## src/rtl/pov_message_buffer_if.sv

```systemverilog
// rtl/pov_message_buffer_if.sv - keyboard/display-side bundle of the POV message buffer
interface pov_message_buffer_if #(
    parameter int ADDR_W = 5
);
    logic              new_stb;
    logic [6:0]        chr;
    logic [ADDR_W-1:0] rd_addr;
    logic [6:0]        rd_char;
    logic [ADDR_W:0]   disp_len;
    logic [ADDR_W:0]   edit_len;
    logic              full;
    logic              busy;
    logic              committed;

    modport master (
        output new_stb, chr, rd_addr,
        input  rd_char, disp_len, edit_len, full, busy, committed
    );

    modport slave (
        input  new_stb, chr, rd_addr,
        output rd_char, disp_len, edit_len, full, busy, committed
    );
endinterface

```

## src/rtl/pov_message_buffer.sv

```systemverilog
// rtl/pov_message_buffer.sv - double-buffered edit/display line store; POV_UPPERCASE_EN folds a-z to A-Z
module pov_message_buffer #(
    parameter int DEPTH  = 32,
    parameter int ADDR_W = 5
) (
    input  logic                 clk_i,
    input  logic                 rst_i,
    pov_message_buffer_if.slave  bus
);
    localparam logic [ADDR_W:0] DEPTH_L = (ADDR_W+1)'(DEPTH);
    localparam logic [ADDR_W:0] ONE_L   = (ADDR_W+1)'(1);

    typedef enum logic [1:0] {S_IDLE, S_COPY, S_DONE} state_t;

    state_t            state_q, state_d;
    logic [ADDR_W:0]   edit_len_q, edit_len_d;
    logic [ADDR_W:0]   disp_len_q, disp_len_d;
    logic [ADDR_W:0]   copy_idx_q, copy_idx_d;
    logic              committed_q, committed_d;
    logic [6:0]        rd_char_q, rd_char_d;
    logic              edit_we, disp_we, busy;
    logic              printable;
    logic [6:0]        store_chr;

    logic [6:0] edit_mem [DEPTH];
    logic [6:0] disp_mem [DEPTH];

    assign printable = (bus.chr >= 7'h20) && (bus.chr <= 7'h7E);

`ifdef POV_UPPERCASE_EN
    assign store_chr = (bus.chr >= 7'h61 && bus.chr <= 7'h7A) ? bus.chr - 7'h20 : bus.chr;
`else
    assign store_chr = bus.chr;
`endif

    always_ff @(posedge clk_i) begin
        if (rst_i) begin
            state_q <= S_IDLE;
        end else begin
            state_q <= state_d;
        end
    end

    always_comb begin
        state_d = state_q;
        case (state_q)
            S_IDLE:  if (bus.new_stb && bus.chr == 7'h0D) state_d = S_COPY;
            S_COPY:  if (copy_idx_q == edit_len_q) state_d = S_DONE;
            S_DONE:  state_d = S_IDLE;
            default: state_d = S_IDLE;
        endcase
    end

    always_comb begin
        busy = (state_q == S_COPY);
    end

    always_comb begin
        edit_len_d  = edit_len_q;
        disp_len_d  = disp_len_q;
        copy_idx_d  = copy_idx_q;
        committed_d = 1'b0;
        edit_we     = 1'b0;
        disp_we     = 1'b0;
        case (state_q)
            S_IDLE: begin
                if (bus.new_stb) begin
                    if (printable) begin
                        if (edit_len_q < DEPTH_L) begin
                            edit_we    = 1'b1;
                            edit_len_d = edit_len_q + ONE_L;
                        end
                    end else if (bus.chr == 7'h08) begin
                        if (edit_len_q != '0) edit_len_d = edit_len_q - ONE_L;
                    end else if (bus.chr == 7'h0D) begin
                        // Blank the display for the whole copy window
                        copy_idx_d = '0;
                        disp_len_d = '0;
                    end
                end
            end
            S_COPY: begin
                if (copy_idx_q < edit_len_q) begin
                    disp_we    = 1'b1;
                    copy_idx_d = copy_idx_q + ONE_L;
                end
            end
            S_DONE: begin
                disp_len_d  = edit_len_q;
                edit_len_d  = '0;
                committed_d = 1'b1;
            end
            default: ;
        endcase
    end

    always_comb begin
        rd_char_d = 7'h20;
        if ({1'b0, bus.rd_addr} < disp_len_q) rd_char_d = disp_mem[bus.rd_addr];
    end

    always_ff @(posedge clk_i) begin
        if (rst_i) begin
            edit_len_q  <= '0;
            disp_len_q  <= '0;
            copy_idx_q  <= '0;
            committed_q <= 1'b0;
            rd_char_q   <= 7'h20;
        end else begin
            edit_len_q  <= edit_len_d;
            disp_len_q  <= disp_len_d;
            copy_idx_q  <= copy_idx_d;
            committed_q <= committed_d;
            rd_char_q   <= rd_char_d;
        end
    end

    // Storage is not reset; lengths alone define what is visible
    always_ff @(posedge clk_i) begin
        if (!rst_i && edit_we) edit_mem[edit_len_q[ADDR_W-1:0]] <= store_chr;
        if (!rst_i && disp_we) disp_mem[copy_idx_q[ADDR_W-1:0]] <= edit_mem[copy_idx_q[ADDR_W-1:0]];
    end

    assign bus.rd_char   = rd_char_q;
    assign bus.disp_len  = disp_len_q;
    assign bus.edit_len  = edit_len_q;
    assign bus.full      = (edit_len_q == DEPTH_L);
    assign bus.busy      = busy;
    assign bus.committed = committed_q;
endmodule

```

## src/flat_wrapper.sv

```systemverilog
// flat-port wrapper written by rule: the top's interface ports become plain ports
module pov_message_buffer_flat 
#(
    parameter int DEPTH  = 32,
    parameter int ADDR_W = 5
)
  (clk_i, rst_i, bus_new_stb, bus_chr, bus_rd_addr, bus_rd_char, bus_disp_len, bus_edit_len, bus_full, bus_busy, bus_committed);
  pov_message_buffer_if #(.ADDR_W(ADDR_W)) bus_i ();
  input  logic clk_i;
  input  logic rst_i;
  input wire logic [$bits(bus_i.new_stb)-1:0] bus_new_stb;
  input wire logic [$bits(bus_i.chr)-1:0] bus_chr;
  input wire logic [$bits(bus_i.rd_addr)-1:0] bus_rd_addr;
  output wire logic [$bits(bus_i.rd_char)-1:0] bus_rd_char;
  output wire logic [$bits(bus_i.disp_len)-1:0] bus_disp_len;
  output wire logic [$bits(bus_i.edit_len)-1:0] bus_edit_len;
  output wire logic [$bits(bus_i.full)-1:0] bus_full;
  output wire logic [$bits(bus_i.busy)-1:0] bus_busy;
  output wire logic [$bits(bus_i.committed)-1:0] bus_committed;
  assign bus_i.new_stb = bus_new_stb;
  assign bus_i.chr = bus_chr;
  assign bus_i.rd_addr = bus_rd_addr;
  assign bus_rd_char = bus_i.rd_char;
  assign bus_disp_len = bus_i.disp_len;
  assign bus_edit_len = bus_i.edit_len;
  assign bus_full = bus_i.full;
  assign bus_busy = bus_i.busy;
  assign bus_committed = bus_i.committed;
  pov_message_buffer #(.DEPTH(DEPTH), .ADDR_W(ADDR_W)) u_core (.clk_i(clk_i), .rst_i(rst_i), .bus(bus_i));
endmodule
```

## config.mk

```make
export PLATFORM = sky130hd
export DESIGN_NAME = pov_message_buffer_flat
export DESIGN_NICKNAME = d
export VERILOG_FILES = /design/src/rtl/pov_message_buffer_if.sv /design/src/rtl/pov_message_buffer.sv /design/src/flat_wrapper.sv
export SDC_FILE = /design/constraint.sdc
export NUM_CORES = 1
export LEC_CHECK = 0
export BUFFER_PORTS_ARGS = -buffer_cell sky130_fd_sc_hd__buf_2
export CAP_MARGIN = 40
export CORE_MARGIN = 4
export CORE_UTILIZATION = 45
export DETAILED_ROUTE_END_ITERATION = 10
export PLACE_DENSITY = 0.68
export SLEW_MARGIN = 20
export SYNTH_ARGS = -nofsm -noshare
export SYNTH_HDL_FRONTEND = slang
export SYNTH_SLANG_ARGS = --single-unit
```

## constraint.sdc

```tcl
create_clock -name clk_i -period 6 [get_ports clk_i]
set_input_delay 0.3 -clock clk_i [delete_from_list [all_inputs] [get_ports clk_i]]
set_output_delay 0.3 -clock clk_i [all_outputs]
set_load 0.005 [all_outputs]
```

# Word level (Yosys, flattened, before mapping)
# Memories as Yosys holds them, arrays and structs flattened. A register that Yosys moved wholly into a read port is not among the register bits.
# Index checks and enable logic that the tools add are counted.
dict set report classes {
  n_addsub 3
  mul 0
  n_div 0
  order_cmp 5
  eq_ne 16
  shift 0
  n_mux 29
  n_bitwise 1
  n_reduce_logical 14
}
# op count
set op_table {}
lappend op_table {{$mux W6} 10}
lappend op_table {{$pmux W6 S2} 3}
lappend op_table {{$eq A7 B4 Y1 const B} 2}
lappend op_table {{$add A6 B1 Y6 const B} 2}
lappend op_table {{$mux W1} 11}
lappend op_table {{$mux W5} 2}
lappend op_table {{$reduce_and A5 Y1} 2}
lappend op_table {{$ne A2 B1 Y1 const B} 4}
lappend op_table {{$ge A7 B6 Y1 const B} 1}
lappend op_table {{$le A7 B7 Y1 const B} 1}
lappend op_table {{$eq A6 B6 Y1} 1}
lappend op_table {{$eq A6 B6 Y1 const B} 1}
lappend op_table {{$lt A5 B6 Y1} 1}
lappend op_table {{$lt A6 B6 Y1} 1}
lappend op_table {{$lt A6 B6 Y1 const B} 1}
lappend op_table {{$ne A2 B2 Y1 const B} 3}
lappend op_table {{$ne A3 B1 Y1 const B} 2}
lappend op_table {{$reduce_and A6 Y1} 1}
lappend op_table {{$reduce_bool A6 Y1} 1}
lappend op_table {{$sub A6 B1 Y6 const B} 1}
lappend op_table {{$logic_and A1 B1 Y1} 4}
lappend op_table {{$mux W2} 2}
lappend op_table {{$pmux W2 S2} 1}
lappend op_table {{$reduce_bool A2 Y1} 2}
lappend op_table {{other kinds (8)} 8}
dict set report totals {
  ff_bits 21
  latchBits 0
  ramBits 448
  rom_bits 0
  inputBits 15
  out_inout_bits 22
  wordCells 75
  mem_count 2
}
# memory words width read_ports rd_clocked_by_memory_dff wr line
set memory_table {}
lappend memory_table {u_core.disp_mem 32 7 1 1 1 pov_message_buffer.sv:26} ;# logic [6:0] disp_mem [DEPTH];
lappend memory_table {u_core.edit_mem 32 7 1 1 1 pov_message_buffer.sv:25} ;# logic [6:0] edit_mem [DEPTH];

# Logic depth before layout (Yosys ltp)
dict set report logic_depth {
  depth_word 8
  mapped_depth 9
  depth_no_buf 9
}

# Worst setup path before layout
# OpenSTA, ideal clock, no wires.
dict set report synth_timing {
  path_kind {register to register}
  startpoint {register u_core.edit_len_q[4], in the netlist u_core.bus.edit_len[4]}
  endpoint {memory u_core.disp_mem[0][0], enable pin}
  setup_ps 360
  arrival_time_ps 2158
  required_time_ps 5640
  slack_ps 3482
  path_stages_with_launch 8
  path_buffers 0
  synth_period_minus_slack_ps 2518
  path_cell_list {dfxtp_1 -> inv_1 -> ha_1 -> a21o_1 -> a21o_1 -> nor3_1 -> nand3_1 -> nor2_1}
}
dict set report synth_via {
  elab_chain_cells 6
}
# item line
set synth_rtl {}
lappend synth_rtl {{from (decl)} pov_message_buffer.sv:16} ;# logic [ADDR_W:0] edit_len_q, edit_len_d;
lappend synth_rtl {{from (signal assigned)} pov_message_buffer.sv:110} ;# edit_len_q <= edit_len_d;
lappend synth_rtl {{$lt A6 B6 Y1} pov_message_buffer.sv:83} ;# if (copy_idx_q < edit_len_q) begin
lappend synth_rtl {{$mux W1} pov_message_buffer.sv:83}
lappend synth_rtl {{$mux W1} pov_message_buffer.sv:65} ;# case (state_q)
lappend synth_rtl {{$logic_and A1 B1 Y1} pov_message_buffer.sv:121} ;# if (!rst_i && disp_we) disp_mem[copy_idx_q[ADDR_W-1:0]] <= edit_mem[copy_idx_q[ADDR_W-1:0]];
lappend synth_rtl {{$mux W1} pov_message_buffer.sv:121}
lappend synth_rtl {{$mux W1 (implied by the code)} pov_message_buffer.sv:121}
lappend synth_rtl {{to (decl)} pov_message_buffer.sv:26}
# No other way between the ends.

# Worst setup path after layout
dict set report layout_timing {
  startpoint {register u_core.edit_len_q[1], in the netlist u_core.bus.edit_len[1]}
  endpoint {memory u_core.disp_mem[4][2], enable pin}
}
# Same word-level chain as after synthesis.

==> flow_summary.json <==
{
  "synth.top_cell.area_share_pct": 70.42,
  "worst_hold_startpoint": "bus_new_stb",
  "grt_pass1_vias": 9540,
  "syn_inst": 967,
  "maxSlewViolCount": 0,
  "hold_viol_final": 0,
  "grt_max_degree": 58,
  "p_leak_nw": 6.665,
  "post-route-min-period_ps": 3590,
  "rows": 75,
  "synthArstFlopShare_pct": 0,
  "hp-class": "in2reg",
  "status": "complete, no violations",
  "ir_worst_vdd_mv": 0.2893,
  "synth_area_leader_cell": "edfxtp_1",
  "r2r-end": "u_core.disp_mem[4][2]$_DFFE_PP_",
  "clkLatencyLatePin_ps": 590,
  "wl_per_cell_um": 24.95,
  "layout_setup_ws_ps": 2410,
  "num_antenna_cells": 0,
  "crit_arrival_ps": 3800,
  "final_common_cell": "edfxtp_1",
  "cts-root-buf": "clkbuf_16",
  "worstReg2RegStart": "u_core.bus.edit_len[1]$_SDFFE_PP0P_",
  "relSlewSlack_pct": 42.73,
  "finalSetupTns_ps": 0,
  "nets": 1052,
  "synth_area_mm2": 0.01910,
  "period_share_pct": 59.83,
  "hold_end": "u_core.state_q[0]$_SDFFE_PP0P_",
  "first_iter_violations": 903,
  "cap_violations": 0,
  "critical_path_class": "reg2reg",
  "track_usage_pct": 17.43,
  "worstMarginPinSlew_ps": 857.3,
  "syn_nets": 1002,
  "whs_path_depth": 5,
  "drive_above_1_share_pct": 24.27,
  "postPlaceCellArea_mm2": 0.01983,
  "yosys_warnings": 0,
  "rsz0062_at_grt": "no",
  "post_cts_buffers": 0,
  "firstDrtPassIters": 5,
  "fill_cells": 3249,
  "remaining_drc_errors": 0,
  "hold_ws_ps": 147.5,
  "die_x_um": 214.0,
  "cts.sinks": 481,
  "cts_tree": "yes",
  "syn_avg_cell_area_um2": 19.76,
  "gr-total-overflow": 0,
  "ys_ff_latch": 481,
  "setup.worst_path.start_class": "flip-flop",
  "initial_core_util_pct": 45.54,
  "tritoncts.num_buffers": 47,
  "power_density_mw_per_mm2": 320.7,
  "io_pins": 37,
  "yosysUniqueCellTypes": 55,
  "end_kind": "flip-flop",
  "startpoint": "u_core.bus.edit_len[1]$_SDFFE_PP0P_",
  "synth_area_leaders": "edfxtp_1 (70%), mux4_2 (15%), dfxtp_1 (3.5%)",
  "antenna_found_initial": 0,
  "cts_resized": 0,
  "clkTransAtPathRegs_ps": 60,
  "dr_total_vias": 9361,
  "gp_congestion": 0.8241,
  "via_per_inst": 5.873,
  "fin_area_mm2": 0.02145,
  "grt_pass1_wl_mm": 60.83,
  "ff2ff_setup_slack_ps": 2410,
  "ctsHoldBuffers": 0,
  "hpwl_mm": 24.86,
  "synth_edf_count": 448,
  "reg2reg_depth": 7,
  "synth_flop_cell": "edfxtp_1",
  "coreArea_mm2": 0.04195,
  "setup_viol": 0,
  "htreeDepth": 2,
  "worstPathMaxFanout": 14,
  "skew_ps": 15.98,
  "final_cell_mix": "edfxtp_1 (448), mux4_2 (126), nor2_1 (88)",
  "fp.dieH_um": 214.0,
  "wl_mm": 39.78,
  "crit_required_ps": 6210,
  "clockBufferDepth": 3,
  "ant_nets": 0,
  "area_delta_synth_final_pct": 12.26,
  "design.die.area_mm2": 0.04581,
  "max_freq_mhz": 278.6,
  "pre_cts_ws_ps": 2478,
  "yosysSeqAreaShare_pct": 73.88,
  "place.port_buffers": 36
}
-- area by class of cell --
class / instances / area (µm²) / area share (%)
clock buffers: 68 / 1318 / 6.143
clock inverters: 19 / 205.2 / 0.9568
inverters: 20 / 75.07 / 0.3501
multi-input cells: 417 / 4687 / 21.86
flip-flops and latches: 481 / 14120 / 65.85
well taps: 539 / 674.4 / 3.145
repair buffers: 50 / 365.4 / 1.704
-- registers in the layout, indices dropped and copies added (netlist names), named ones only --
register	count
u_core.disp_mem	224
u_core.state_q	2
u_core.bus.rd_char	7
u_core.bus.committed	1
u_core.copy_idx_q	6
u_core.edit_mem	224
u_core.bus.edit_len	6
u_core.bus.disp_len	6
-- logic make-up after synthesis --
group	share of synthesized area, %
AO/OA/AOI/OAI	2.961
XOR/XNOR	0.09171
adder cells (fa/ha/maj)	1.349
buffers and inverters	1.611
flip-flops	73.88
multiplexers	15.53
AND/OR/NAND/NOR	4.578
-- stage by stage --
step / power (mW) / instances / util [%]
detailed placement: 4.048 / 1501 / 47.27
floorplan: 3.933 / 967 / -
finish: 6.877 / 1594 / 51.13
global placement: 4.040 / 1498 / 47.14
CTS: 6.932 / 1588 / 50.90
global route: 7.107 / 1594 / 51.13
-- layer usage --
layer,vias up,global-route usage (%),wire length (µm)
li1,4101,-,-
met1,4874,24.41,16420
met2,325,27.77,19720
met3,61,3.358,2555
met4,0,6.203,1091
met5,-,0,0
-- worst max-delay path, stage by stage (launching register included) --
cell and delay, ps:
dfxtp_1 650, inv_1 240, ha_1 360, nor2b_1 130, o21ai_0 220, a21o_1 330, nand3_1 510, nor2_1 760
-- synth_stat cells (all sizes together), types with 2 or more instances --
library cell,count
edfxtp,448
mux4,126
nor2,88
dfxtp,33
clkbuf,28
nand3,28
buf,21
inv,20
ha,19
a221oi,12
a22o,12
nand2,11
nand2b,9
nor3,8
a22oi,7
mux2,7
o21ai,7
nor2b,6
o211ai,6
o22ai,6
a21o,5
a21oi,5
mux2i,5
nand3b,5
nand4,5
nor4,5
a211oi,3
nor4b,3
or2,3
or3,3
a2111oi,2
a21boi,2
o31ai,2
-- how the worst max path moves through the flow --
stage | endpoint
after floorplan | u_core.disp_mem[0][0]$_DFFE_PP_
after global placement | u_core.disp_mem[5][2]$_DFFE_PP_
after detailed placement | u_core.disp_mem[4][2]$_DFFE_PP_
after CTS | u_core.disp_mem[4][2]$_DFFE_PP_
after global routing | u_core.disp_mem[4][2]$_DFFE_PP_
final | u_core.disp_mem[4][2]$_DFFE_PP_
-- power by group --
part | leakage, nW | internal, mW | switching, mW
combinational | 1.63 | 0.0999 | 0.180
clock | 0.744 | 1.67 | 1.23
sequential | 4.30 | 3.68 | 0.0186
Power figures use the tool's default switching activity.
